$ cat src/rtl/seg_display_driver.sv
// seg_display_driver
//   Converts an unsigned binary value to decimal with a double-dabble shifter and drives both a
//   static 7-segment bus and a time-multiplexed 7-segment/digit-enable pair.
//
//   Ports
//     clk       : clock; all state changes on the rising edge
//     rst       : synchronous, active-high reset
//     bin_in    : binary value, captured when a load is accepted
//     load      : start a conversion (accepted only when idle)
//     blank_lz  : blank leading zero digits (applied live)
//     busy      : a conversion is in progress
//     done      : one-cycle pulse when the displayed value changes
//     overflow  : last converted value did not fit in NUM_DIGITS digits
//     seg_all   : static segments, digit k at [7k+6:7k], segment order {g,f,e,d,c,b,a}
//     seg_mux   : segments of the digit currently being scanned
//     dig_en    : one-hot enable of the digit currently being scanned
module seg_display_driver #(
    parameter int unsigned NUM_DIGITS = 3,
    parameter int unsigned BIN_WIDTH  = 10,
    parameter int unsigned SCAN_DIV   = 50000,
    parameter bit          ACTIVE_LOW = 1'b1
) (
    input  logic                      clk,
    input  logic                      rst,
    input  logic [BIN_WIDTH-1:0]      bin_in,
    input  logic                      load,
    input  logic                      blank_lz,
    output logic                      busy,
    output logic                      done,
    output logic                      overflow,
    output logic [7*NUM_DIGITS-1:0]   seg_all,
    output logic [6:0]                seg_mux,
    output logic [NUM_DIGITS-1:0]     dig_en
);

    localparam int unsigned BCD_W = 4 * (NUM_DIGITS + 1);
    localparam int unsigned DISP_W = 4 * NUM_DIGITS;
    localparam int unsigned SEG_W = 7 * NUM_DIGITS;
    localparam int unsigned CNT_W = $clog2(BIN_WIDTH);
    localparam int unsigned PRE_W = $clog2(SCAN_DIV);
    localparam int unsigned IDX_W = (NUM_DIGITS > 1) ? $clog2(NUM_DIGITS) : 1;

    typedef enum logic [1:0] {StIdle, StConvert, StUpdate} state_e;

    state_e               state_q;
    logic [BIN_WIDTH-1:0] bin_q;
    logic [BCD_W-1:0]     bcd_q;
    logic [CNT_W-1:0]     cnt_q;
    logic                 ovf_acc_q;
    logic [DISP_W-1:0]    disp_q;
    logic                 overflow_q;
    logic                 done_q;
    logic [PRE_W-1:0]     pre_q;
    logic [IDX_W-1:0]     scan_q;
    logic [SEG_W-1:0]     seg_all_q;
    logic [6:0]           seg_mux_q;
    logic [NUM_DIGITS-1:0] dig_en_q;

    // Active-high segment code for one BCD nibble; values above 9 show as 0.
    function automatic logic [6:0] seg_code(input logic [3:0] nib);
        logic [6:0] code;
        case (nib)
            4'd0:    code = 7'b0111111;
            4'd1:    code = 7'b0000110;
            4'd2:    code = 7'b1011011;
            4'd3:    code = 7'b1001111;
            4'd4:    code = 7'b1100110;
            4'd5:    code = 7'b1101101;
            4'd6:    code = 7'b1111101;
            4'd7:    code = 7'b0000111;
            4'd8:    code = 7'b1111111;
            4'd9:    code = 7'b1100111;
            default: code = 7'b0111111;
        endcase
        return code;
    endfunction

    // Encode all digits, blanking zeros above the most significant nonzero digit.
    function automatic logic [SEG_W-1:0] encode(input logic [DISP_W-1:0] d, input logic blank);
        logic [SEG_W-1:0] r;
        logic             seen_nz;
        logic [3:0]       nib;
        r       = '0;
        seen_nz = 1'b0;
        for (int k = NUM_DIGITS - 1; k >= 0; k--) begin
            nib = d[4*k +: 4];
            if (nib != 4'd0) seen_nz = 1'b1;
            if (blank && !seen_nz && (k != 0)) r[7*k +: 7] = 7'b0000000;
            else                               r[7*k +: 7] = seg_code(nib);
        end
        return r;
    endfunction

    // Double-dabble step: add 3 to every nibble >= 5, then shift {bcd,bin} left.
    logic [BCD_W-1:0]           bcd_adj;
    logic [BCD_W+BIN_WIDTH:0]   shifted;
    logic                       shift_out;
    logic [BCD_W-1:0]           bcd_shift;
    logic [BIN_WIDTH-1:0]       bin_shift;

    always_comb begin
        bcd_adj = bcd_q;
        for (int n = 0; n < NUM_DIGITS + 1; n++) begin
            if (bcd_q[4*n +: 4] >= 4'd5) bcd_adj[4*n +: 4] = 4'(bcd_q[4*n +: 4] + 4'd3);
        end
        shifted   = {bcd_adj, bin_q, 1'b0};
        shift_out = shifted[BCD_W+BIN_WIDTH];
        bcd_shift = shifted[BCD_W+BIN_WIDTH-1 -: BCD_W];
        bin_shift = shifted[BIN_WIDTH-1:0];
    end

    // Overflow at end of conversion. The sticky term catches wide inputs whose high decimal
    // digits would otherwise be lost off the top of the accumulator.
    logic              low_bad;
    logic              ovf_now;
    logic [DISP_W-1:0] disp_upd;

    always_comb begin
        low_bad = 1'b0;
        for (int n = 0; n < NUM_DIGITS; n++) begin
            if (bcd_q[4*n +: 4] > 4'd9) low_bad = 1'b1;
        end
        ovf_now  = ovf_acc_q | (bcd_q[BCD_W-1 -: 4] != 4'd0) | low_bad;
        disp_upd = ovf_now ? {NUM_DIGITS{4'd9}} : bcd_q[DISP_W-1:0];
    end

    // Next display contents and scan position; outputs are registered from these so that
    // seg_mux always matches the seg_all slice selected by dig_en.
    logic [IDX_W-1:0]      scan_nxt;
    logic [DISP_W-1:0]     disp_nxt;
    logic [SEG_W-1:0]      seg_all_nxt;
    logic [6:0]            seg_mux_nxt;
    logic [NUM_DIGITS-1:0] dig_en_nxt;
    logic [SEG_W-1:0]      seg_rst;

    always_comb begin
        scan_nxt = scan_q;
        if (pre_q == PRE_W'(SCAN_DIV - 1)) begin
            scan_nxt = (scan_q == IDX_W'(NUM_DIGITS - 1)) ? '0 : scan_q + 1'b1;
        end
        disp_nxt    = (state_q == StUpdate) ? disp_upd : disp_q;
        seg_all_nxt = {SEG_W{ACTIVE_LOW}} ^ encode(disp_nxt, blank_lz);
        seg_mux_nxt = seg_all_nxt[7*scan_nxt +: 7];
        dig_en_nxt  = {NUM_DIGITS{ACTIVE_LOW}} ^ (NUM_DIGITS'(1) << scan_nxt);
        seg_rst     = {SEG_W{ACTIVE_LOW}} ^ encode('0, blank_lz);
    end

    always_ff @(posedge clk) begin
        if (rst) begin
            state_q    <= StIdle;
            bin_q      <= '0;
            bcd_q      <= '0;
            cnt_q      <= '0;
            ovf_acc_q  <= 1'b0;
            disp_q     <= '0;
            overflow_q <= 1'b0;
            done_q     <= 1'b0;
            pre_q      <= '0;
            scan_q     <= '0;
            seg_all_q  <= seg_rst;
            seg_mux_q  <= seg_rst[6:0];
            dig_en_q   <= {NUM_DIGITS{ACTIVE_LOW}} ^ NUM_DIGITS'(1);
        end else begin
            done_q    <= 1'b0;
            pre_q     <= (pre_q == PRE_W'(SCAN_DIV - 1)) ? '0 : pre_q + 1'b1;
            scan_q    <= scan_nxt;
            disp_q    <= disp_nxt;
            seg_all_q <= seg_all_nxt;
            seg_mux_q <= seg_mux_nxt;
            dig_en_q  <= dig_en_nxt;
            case (state_q)
                StIdle: begin
                    if (load) begin
                        bin_q     <= bin_in;
                        bcd_q     <= '0;
                        cnt_q     <= '0;
                        ovf_acc_q <= 1'b0;
                        state_q   <= StConvert;
                    end
                end
                StConvert: begin
                    bcd_q     <= bcd_shift;
                    bin_q     <= bin_shift;
                    ovf_acc_q <= ovf_acc_q | shift_out | (bcd_q[BCD_W-1 -: 4] != 4'd0);
                    cnt_q     <= cnt_q + 1'b1;
                    if (cnt_q == CNT_W'(BIN_WIDTH - 1)) state_q <= StUpdate;
                end
                StUpdate: begin
                    overflow_q <= ovf_now;
                    done_q     <= 1'b1;
                    state_q    <= StIdle;
                end
                default: state_q <= StIdle;
            endcase
        end
    end

    assign busy     = (state_q != StIdle);
    assign done     = done_q;
    assign overflow = overflow_q;
    assign seg_all  = seg_all_q;
    assign seg_mux  = seg_mux_q;
    assign dig_en   = dig_en_q;

endmodule

$ cat config.mk
export PLATFORM = sky130hd
export DESIGN_NAME = seg_display_driver
export DESIGN_NICKNAME = d
export VERILOG_FILES = /design/src/rtl/seg_display_driver.sv
export SDC_FILE = /design/constraint.sdc
export NUM_CORES = 1
export LEC_CHECK = 0
export CAP_MARGIN = 40
export CORE_MARGIN = 2
export CORE_UTILIZATION = 50
export DETAILED_ROUTE_END_ITERATION = 6
export GPL_TIMING_DRIVEN = 0
export HOLD_SLACK_MARGIN = 0.08
export PLACE_DENSITY = 0.74
export SYNTH_ARGS = -nofsm -noshare
export SYNTH_HDL_FRONTEND = slang
export SYNTH_SLANG_ARGS = --single-unit
$ cat constraint.sdc
create_clock -name clk -period 3.48 [get_ports clk]
set_clock_uncertainty 0.2 [all_clocks]
set_input_delay 0.696 -clock clk [delete_from_list [all_inputs] [get_ports clk]]
set_output_delay 0.696 -clock clk [all_outputs]
set_load 0.02 [all_outputs]
# ---- Word-level counts from Yosys, hierarchy flattened
# Memories as Yosys holds them, arrays and structs flattened.
# Cells that the tools add are included.
# Widths: inputs -> output; s select.
dict set report classes {
  n_addsub 7
  mul 1
  n_lt_le_gt_ge 7
  eq_ne 7
  shift 2
  n_mux 30
  bitwise 7
  n_reduce_logical 13
}
# op count
set op_table {}
lappend op_table {{$not 21->21} 2}
lappend op_table {{$pmux 16 s2} 1}
lappend op_table {{$mux 12} 2}
lappend op_table {{$mux 21} 1}
lappend op_table {{$mux 7} 3}
lappend op_table {{$shiftx 21x6->7} 1}
lappend op_table {{$mux 4} 5}
lappend op_table {{$pmux 10 s2} 1}
lappend op_table {{$add 16x1->16 const B} 1}
lappend op_table {{$add 4x2->4 const B} 4}
lappend op_table {{$eq 16x16->1 const B} 1}
lappend op_table {{$ge 4x3->1 const B} 4}
lappend op_table {{$mux 16} 1}
lappend op_table {{$gt 4x4->1 const B} 3}
lappend op_table {{$reduce_bool 4->1} 3}
lappend op_table {{$mux 10} 1}
lappend op_table {{$mux 2} 4}
lappend op_table {{$pmux 4 s2} 1}
lappend op_table {{$mux 1} 7}
lappend op_table {{$mux 6} 1}
lappend op_table {{$mul 3x2->5 const A} 1}
lappend op_table {{$add 4x1->4 const B} 1}
lappend op_table {{$eq 2x2->1 const B} 2}
lappend op_table {{$eq 4x4->1 const B} 1}
lappend op_table {{14 further kinds} 22}
dict set report word_totals {
  reg_bits 96
  rom_bits 336
  output_inout_bits 34
  word_cells 90
  mem_count 3
}
# name depth word_bits rd rd_clocked_by_memory_dff wr line
set memory_table {}
lappend memory_table {{(no name shown)} 16 7 1 0 0 62} ;# case (nib)
lappend memory_table {{(no name shown)} 16 7 1 0 0 62}
lappend memory_table {{(no name shown)} 16 7 1 0 0 62}

# ---- Logic depth before layout (Yosys ltp)
# Gate-level depths: netlist (run 1).
dict set report depth {
  depth_word 16
  mapped_depth 15
  ltp_nobuf 14
}

# ---- Least setup slack after synthesis (run 1)
# No wires, ideal clock.
dict set report synth_path {
  kind {flip-flop to flip-flop}
  startpoint {reg bcd_q[12]}
  endpoint {reg seg_mux_q[3] (netlist: seg_mux[3])}
  setup_time_ns 0.059
  arrival_ns 3.246
  path_slack_ns -0.025
  stages_incl_launch_ff 16
  path_buffers 1
  period_less_slack_ns 3.505
  cell_sequence {dfxtp_1 -> inv_1 -> ha_1 -> or3b_4 -> a2111oi_2 -> buf_4 -> nand2_1 -> o22ai_1 -> ha_1 -> and2_1 -> a21boi_0 -> o211a_1 -> and2_1 -> o31ai_2 -> a211oi_2 -> a221o_1}
}
dict set report synth_between {
  elab_chain_cells 14
  elab_cells_between_ends 21
  classes_between {shift (1); mux (7); bitwise (3); reduce/logical (7); memory (3)}
}
# element line
set synth_lines {}
lappend synth_lines {{start, declared} 47} ;# logic [BCD_W-1:0] bcd_q;
lappend synth_lines {{start signal, assigned} 182} ;# bcd_q <= bcd_shift;
lappend synth_lines {{$reduce_bool 4->1 *} 123} ;# ovf_now = ovf_acc_q | (bcd_q[BCD_W-1 -: 4] != 4'd0) | low_bad;
lappend synth_lines {{$or 1x1->1 * (2 in series)} 123}
lappend synth_lines {{$mux 12 *} 124} ;# disp_upd = ovf_now ? {NUM_DIGITS{4'd9}} : bcd_q[DISP_W-1:0];
lappend synth_lines {{$mux 12 *} 141} ;# disp_nxt = (state_q == StUpdate) ? disp_upd : disp_q;
lappend synth_lines {{$reduce_bool 4->1} 87} ;# if (nib != 4'd0) seen_nz = 1'b1;
lappend synth_lines {{$mux 1 (2 in series)} 87}
lappend synth_lines {{$logic_not 1->1} 88} ;# if (blank && !seen_nz && (k != 0)) r[7*k +: 7] = 7'b0000000;
lappend synth_lines {{$logic_and 1x1->1} 88}
lappend synth_lines {{$mux 7} 88}
lappend synth_lines {{$not 21->21 (no line) *} n/a}
lappend synth_lines {{$shiftx 21x6->7 *} 143} ;# seg_mux_nxt = seg_all_nxt[7*scan_nxt +: 7];
lappend synth_lines {{$mux 7 *} 149} ;# if (rst) begin
lappend synth_lines {{end signal, assigned} 161} ;# seg_mux_q <= seg_rst[6:0];
lappend synth_lines {{end signal, assigned} 169} ;# seg_mux_q <= seg_mux_nxt;
lappend synth_lines {{end, declared} 56} ;# logic [6:0] seg_mux_q;
# Mark *: on every way between the ends. The rest lies on a longest branch, timed or not.
# A chain may end at the register's enable or synchronous reset.

# ---- Worst setup path in the final report (run 1)
dict set report layout_path {
  startpoint {reg bcd_q[12]}
  endpoint {reg seg_mux_q[6] (netlist: seg_mux[6])}
}
# The elaborated chain is that of the path after synthesis.

==> reports/metrics.yaml, run 1 <==
sta:
  hold_viol: 0
  setup_ws_ns: 0.0617
  post-route-period-util_pct: 98.2
  fmax_mhz: 293
  setup_viol: 0
  tns_ns: 0
  layout_min_cycle_time_ns: 3.42
  drv_slew: 0
  worstMarginPinSlew_ns: 0.695
  slew_headroom_pct: 53.2
  holdWs_ns: 0.246
clocking:
  h-tree-depth: 3
  clkLatencyLatePin_ns: 0.36
  numCtsBuffers: 9
  cts_tree: "done"
  hold_buffers: 0
  root_buffer: "clkbuf_8"
  clockBufferDepth: 2
  clock-sinks: 96
  clk_pin_slew_ns: 0.09
route:
  routed_wl_um: 12200
  vias: 4471
  wl_per_cell_um: 15.9
  drt_iter0_drc: 344
  drc_errors: 0
  avgViaCountPerCell: 5.83
  drt_first_pass_iters: 5
  ant_nets: 0
cells_and_area:
  fin_util_pct: 63.7
  final_common_cell: "dfxtp_1"
  nNetsFinal: 671
  layout_common_cells: "dfxtp_1 (92), nor2_1 (74), clkdlybuf4s50_1 (47)"
  area_growth_pct: 23.2
  drive_above_1_share_pct: 14.1
  diodes: 0
  fin_cells: 767
  stdcell_area_sq_mm: 0.00592
floorplan:
  ios: 48
  num_rows: 35
  core_area_sq_mm: 0.00928
  start_util_pct: 51.7
  die_area_sq_mm: 0.0104
  die_h_um: 102
  fp.dieW_um: 102
worst_setup_path:
  crit_slowest_cell: "a211oi_2"
  r2r_cells: 15
  slowest_delay_ns: 0.41
  worstReg2RegEnd: "seg_mux[6]"
  start_kind: "flip-flop"
  cp_cell_sequence: "inv_1 > ha_1 > or3b_4 > a2111oi_4 > buf_4 > nand2_2 > o22ai_4 > ha_4 > and2_4 > a21boi_4 > o211a_1 > a2111oi_2 > a211oi_2 > nand4_1 > nand3_1"
  critPathArrivalTime_ns: 3.52
  required_ns: 3.59
  critPathKind: "flip-flop to flip-flop"
  r2r-start: "bcd_q[12]"
  r2r_slack_ns: 0.06
  cp_max_fo: 5
  worst_setup_path_end_kind: "flip-flop"
pwr:
  powerDensity_mw_per_mm2: 350
  irDropWorstVdd_mv: 0.255
  totalPowerFinal_mw: 2.07
  p_leak_nw: 2.25
synthesis:
  async_flop_share_pct: 0
  ys_types: 66
  synth_top_flop_cell: "dfxtp_1"
  ys_ff_latch: 96
  syn_inst: 563
  yosys_warnings: 0
  syn_area_sq_mm: 0.00480
  synth.net_count: 601
  synth_area_per_cell_sq_um: 8.53
  yosysSeqAreaShare_pct: 40.0
  synth_edf_count: 0
place:
  dp_slack_ns: -0.750
  dp.final_hpwl_um: 8510
  dp.cells: 739
  dpl-instance-area_sq_mm: 0.00544
  gp_congestion: 0.897
  port_buffers: 47
global_route:
  overflow: 0
  grt_max_degree: 17
  grt_pass1_vias: 4244
  grt_pass1_wl_um: 19900
  grtUsageTotal_pct: 24.0
  antenna_found_initial: 0
hold_path:
  worstHoldStart: "pre_q[0]"
  hold_path_class: "flip-flop to flip-flop"
  worstHoldPathCells: 1
  hold_end: "pre_q[0]"
run_status:
  status: "finished, final reports clean"
flow_run:
  drv_cap: 0
==> cells by family (layout without fill, tap and decap cells) <==
group	count (synthesis)	count (layout)	synth area share, %
muxes	5	5	1.12
xor gates and xnor gates	20	20	3.65
and+or+nand+nor	197	197	19.9
buffers and inverters	58	133	5.05
AOI/OAI and AO/OA	163	163	24.0
adders and majority gates	24	24	6.25
DFF	96	96	40.0
==> layer usage <==
metal | share of wire [%] | up-vias | global-route usage (%)
met5 | 0 | - | 0
met4 | 3.2 | 0 | 9.85
met3 | 6.3 | 44 | 4.86
met2 | 48 | 176 | 40.9
met1 | 43 | 2093 | 29.8
li1 | - | 2158 | -
==> cells in the mapped netlist (all sizes together), types with 10 or more instances <==
library cell,number,area [sq um]
nor2,74,278
dfxtp,96,1920
buf,13,73.8
nand2,42,158
xor2,11,96.3
o21ai,37,185
nand3,18,90.1
nor3,10,50.1
clkbuf,22,82.6
a22oi,14,105
ha,24,300
a21oi,31,155
inv,22,82.6
==> final cells by class <==
| class | count | area, sq um |
|---|---|---|
| Timing Repair Buffer | 59 | 561 |
| Buffer | 35 | 158 |
| Sequential cell | 96 | 1930 |
| Clock inverter | 5 | 63.8 |
| Fill cell | 778 | 3370 |
| Clock buffer | 11 | 141 |
| Inverter | 23 | 86.3 |
| Multi-Input combinational cell | 409 | 2810 |
| Tap cell | 129 | 161 |
==> critical path: cells and delay by family (launching register included) <==
kind                     cells  cell delay [ns]
AO/OA/AOI/OAI                6             1.33
AND/OR/NAND/NOR              5             0.89
flip-flops                   1             0.36
adder cells (fa/ha/maj)      2             0.31
buffers and inverters        2             0.26
==> report_power, final <==
part | switching (mW) | leakage [nW] | internal, mW
Combinational | 0.100 | 1.36 | 0.0799
Clock | 0.395 | 0.100 | 0.358
Sequential | 0.0136 | 0.784 | 1.12
Total | 0.509 | 2.25 | 1.56
==> worst max path at each step <==
stage,startpoint,endpoint,slack [ns],cells after the start
floorplan,bcd_q[12],seg_mux[3],0.02,14
global placement,bcd_q[8],seg_mux[6],-0.70,15
detailed placement,bcd_q[8],seg_mux[6],-0.75,15
CTS,bcd_q[12],seg_mux[6],0.002,14
global route,bcd_q[8],seg_mux[3],-0.04,13
finish,bcd_q[12],seg_mux[6],0.06,15
==> registers in the layout, indices dropped and copies added, names as in the netlist <==
signal	count
seg_all	21
cnt_q	4
ovf_acc_q	1
scan_q	2
dig_en	3
bcd_q	16
state_q	2
seg_mux	7
done	1
disp_q	12
bin_q	10
pre_q	16
overflow	1
==> timing repair <==
item / in CTS / in global routing
setup endpoints to repair: 18 / 11
buffers inserted: 7 / 5
pin swaps: 9 / 11
resized for setup: 26 / 15
Note: power is estimated with default switching activity, not from simulation.
==> run 2: changes to the inputs <==
Settings changed: SETUP_SLACK_MARGIN set to 0.15.
==> reports/metrics.yaml, run 2 (synthesis gave the netlist of run 1 again) <==
worst_setup_path:
  critPathArrivalTime_ns: 3.31  # -0.21 ns
  critPathKind: "flip-flop to flip-flop"
  cp_cell_sequence: "inv_1 > ha_2 > o21bai_2 > a221oi_4 > a32oi_4 > ha_4 > and2_4 > a21boi_4 > o211a_1 > a2111oi_4 > a211oi_2 > buf_4 > o21ai_1 > nand3_1"
  r2r_slack_ns: 0.23  # +0.17 ns
  slowest_delay_ns: 0.50  # +0.09 ns
  cp_max_fo: 5  # unchanged
  start_kind: "flip-flop"
  crit_path_start: "bcd_q[4]"
  worstReg2RegEnd: "seg_mux[6]"
  crit_end: "seg_mux[6]"
  required_ns: 3.54  # -0.05 ns
  crit_slowest_cell: "a221oi_4"
  r2r-start: "bcd_q[4]"
  r2r_cells: 14  # -1
  worst_setup_path_end_kind: "flip-flop"
floorplan:
  start_util_pct: 51.7  # unchanged
  num_rows: 35  # unchanged
  ios: 48  # unchanged
  die_area_sq_mm: 0.0104  # unchanged
  fp.dieW_um: 102  # unchanged
  core_area_sq_mm: 0.00928  # unchanged
  die_h_um: 102  # unchanged
clocking:
  clkLatencyLatePin_ns: 0.36  # about the same
  cts_tree: "done"
  h-tree-depth: 3  # unchanged
  root_buffer: "clkbuf_8"
  numCtsBuffers: 9  # unchanged
  clk_pin_slew_ns: 0.10  # about the same
  clock-sinks: 96  # unchanged
  clockBufferDepth: 2  # unchanged
sta:
  setup_viol: 0  # unchanged
  drv_slew: 0  # unchanged
  rsz0062_at_grt: "yes"
  layout_min_cycle_time_ns: 3.25  # -0.166 ns
  fmax_mhz: 307  # +5.1%
  tns_ns: 0  # unchanged
  hold_viol: 0  # unchanged
  slew_headroom_pct: 47.1  # -6.1 points
  worstMarginPinSlew_ns: 0.790  # +0.0954 ns
  post-route-period-util_pct: 93.5  # -4.8 points
cells_and_area:
  area_growth_pct: 25.6
  nNetsFinal: 679  # +1.2%
  fin_util_pct: 65.0  # +1.3 points
  drive_above_1_share_pct: 15.9  # +1.8 points
  largest_reg_flops: 21  # unchanged
  diodes: 0  # unchanged
  layout_common_cells: "dfxtp_1 (90), nor2_1 (74), clkdlybuf4s50_1 (47)"
  final_common_cell: "dfxtp_1"
global_route:
  antenna_found_initial: 0  # unchanged
  grtUsageTotal_pct: 24.1  # +0.030 points
  overflow: 0  # unchanged
  grt_max_degree: 18  # +1
  grt_pass1_vias: 4159  # -2.0%
  grt_pass1_wl_um: 20000  # +0.52%
route:
  wl_per_cell_um: 16.0  # +0.60%
  drt_iter0_drc: 370  # +7.6%
  vias: 4497  # +0.58%
  ant_nets: 0  # unchanged
  avgViaCountPerCell: 5.80  # -0.46%
  routed_wl_um: 12400  # +1.7%
  drt_first_pass_iters: 5  # unchanged
  drc_errors: 0  # unchanged
place:
  port_buffers: 47  # unchanged
  dp.final_hpwl_um: 8440  # -0.77%
  gp_congestion: 0.881  # -1.8%
hold_path:
  hold_path_class: "flip-flop to flip-flop"
  worstHoldPathCells: 1  # unchanged
pwr:
  p_leak_nw: 2.30  # +2.4%
  irDropWorstVdd_mv: 0.237  # -6.9%
  powerDensity_mw_per_mm2: 347  # -0.79%
flow_run:
  drv_cap: 0  # unchanged
run_status:
  status: "finished, final reports clean"
## run 2: where the power goes
part | internal [mW] | switching, mW
Sequential | 1.12 | 0.0140
Clock | 0.361 | 0.412
Combinational | 0.0806 | 0.102
Total | 1.56 | 0.528
## run 2: layout make-up
class	instances	area [sq um]
fill	788	3250
multi-input combinational	409	2860
sequential	96	1930
timing repair buffer	67	624
buffer	35	161
tap	129	161
clock buffer	10	138
inverter	23	86.3
clock inverter	6	72.6
## run 2: worst max-delay path: cells and delay by family, from the launching register on
kind / cells / cell delay (ns)
AOI/OAI and AO/OA: 8 / 1.65
and+or+nand+nor: 2 / 0.24
buffers and inverters: 2 / 0.28
adders and majority gates: 2 / 0.42
DFF: 1 / 0.37
## run 2: what timing repair did
item                       4_1_cts  5_1_grt
resized for setup               34       13
pin swaps                       15        9
setup buffers                   15        5
setup endpoints to repair       14       10
hold buffers                     0        0
## run 2: how the worst min path moves through the flow
| stage | end | slack, ns | from |
|---|---|---|---|
| 3_5_place_dp | pre_q[0] | 0.23 | pre_q[0] |
| 4_1_cts | pre_q[0] | 0.26 | pre_q[0] |
| 3_3_place_gp | pre_q[0] | 0.22 | pre_q[0] |
| 2_1_floorplan | pre_q[0] | 0.21 | pre_q[0] |
| 6_report | pre_q[0] | 0.26 | pre_q[0] |
| 5_1_grt | overflow | 0.28 | overflow |
## run 2: routing by layer
| metal | vias to the layer above | GRT usage, % | wire (um) |
|---|---|---|---|
| met1 | 2097 | 31.7 | 5390 |
| met3 | 34 | 3.42 | 810 |
| met2 | 194 | 39.6 | 5900 |
| li1 | 2172 | - | - |
| met5 | - | 0 | 0 |
| met4 | 0 | 10.4 | 323 |
## run 2: through the flow
step	hold WS, ns	cells	total power [mW]	worst slack (ns)	cell area (sq um)
floorplan	0.213	563	1.27	0.238	4850
global placement	0.224	739	1.33	-0.461	5480
detailed placement	0.235	739	1.34	-0.497	5480
CTS	0.257	770	2.10	0.150	5950
global route	0.285	775	2.16	0.114	6030
finish	0.259	775	2.09	0.228	6030
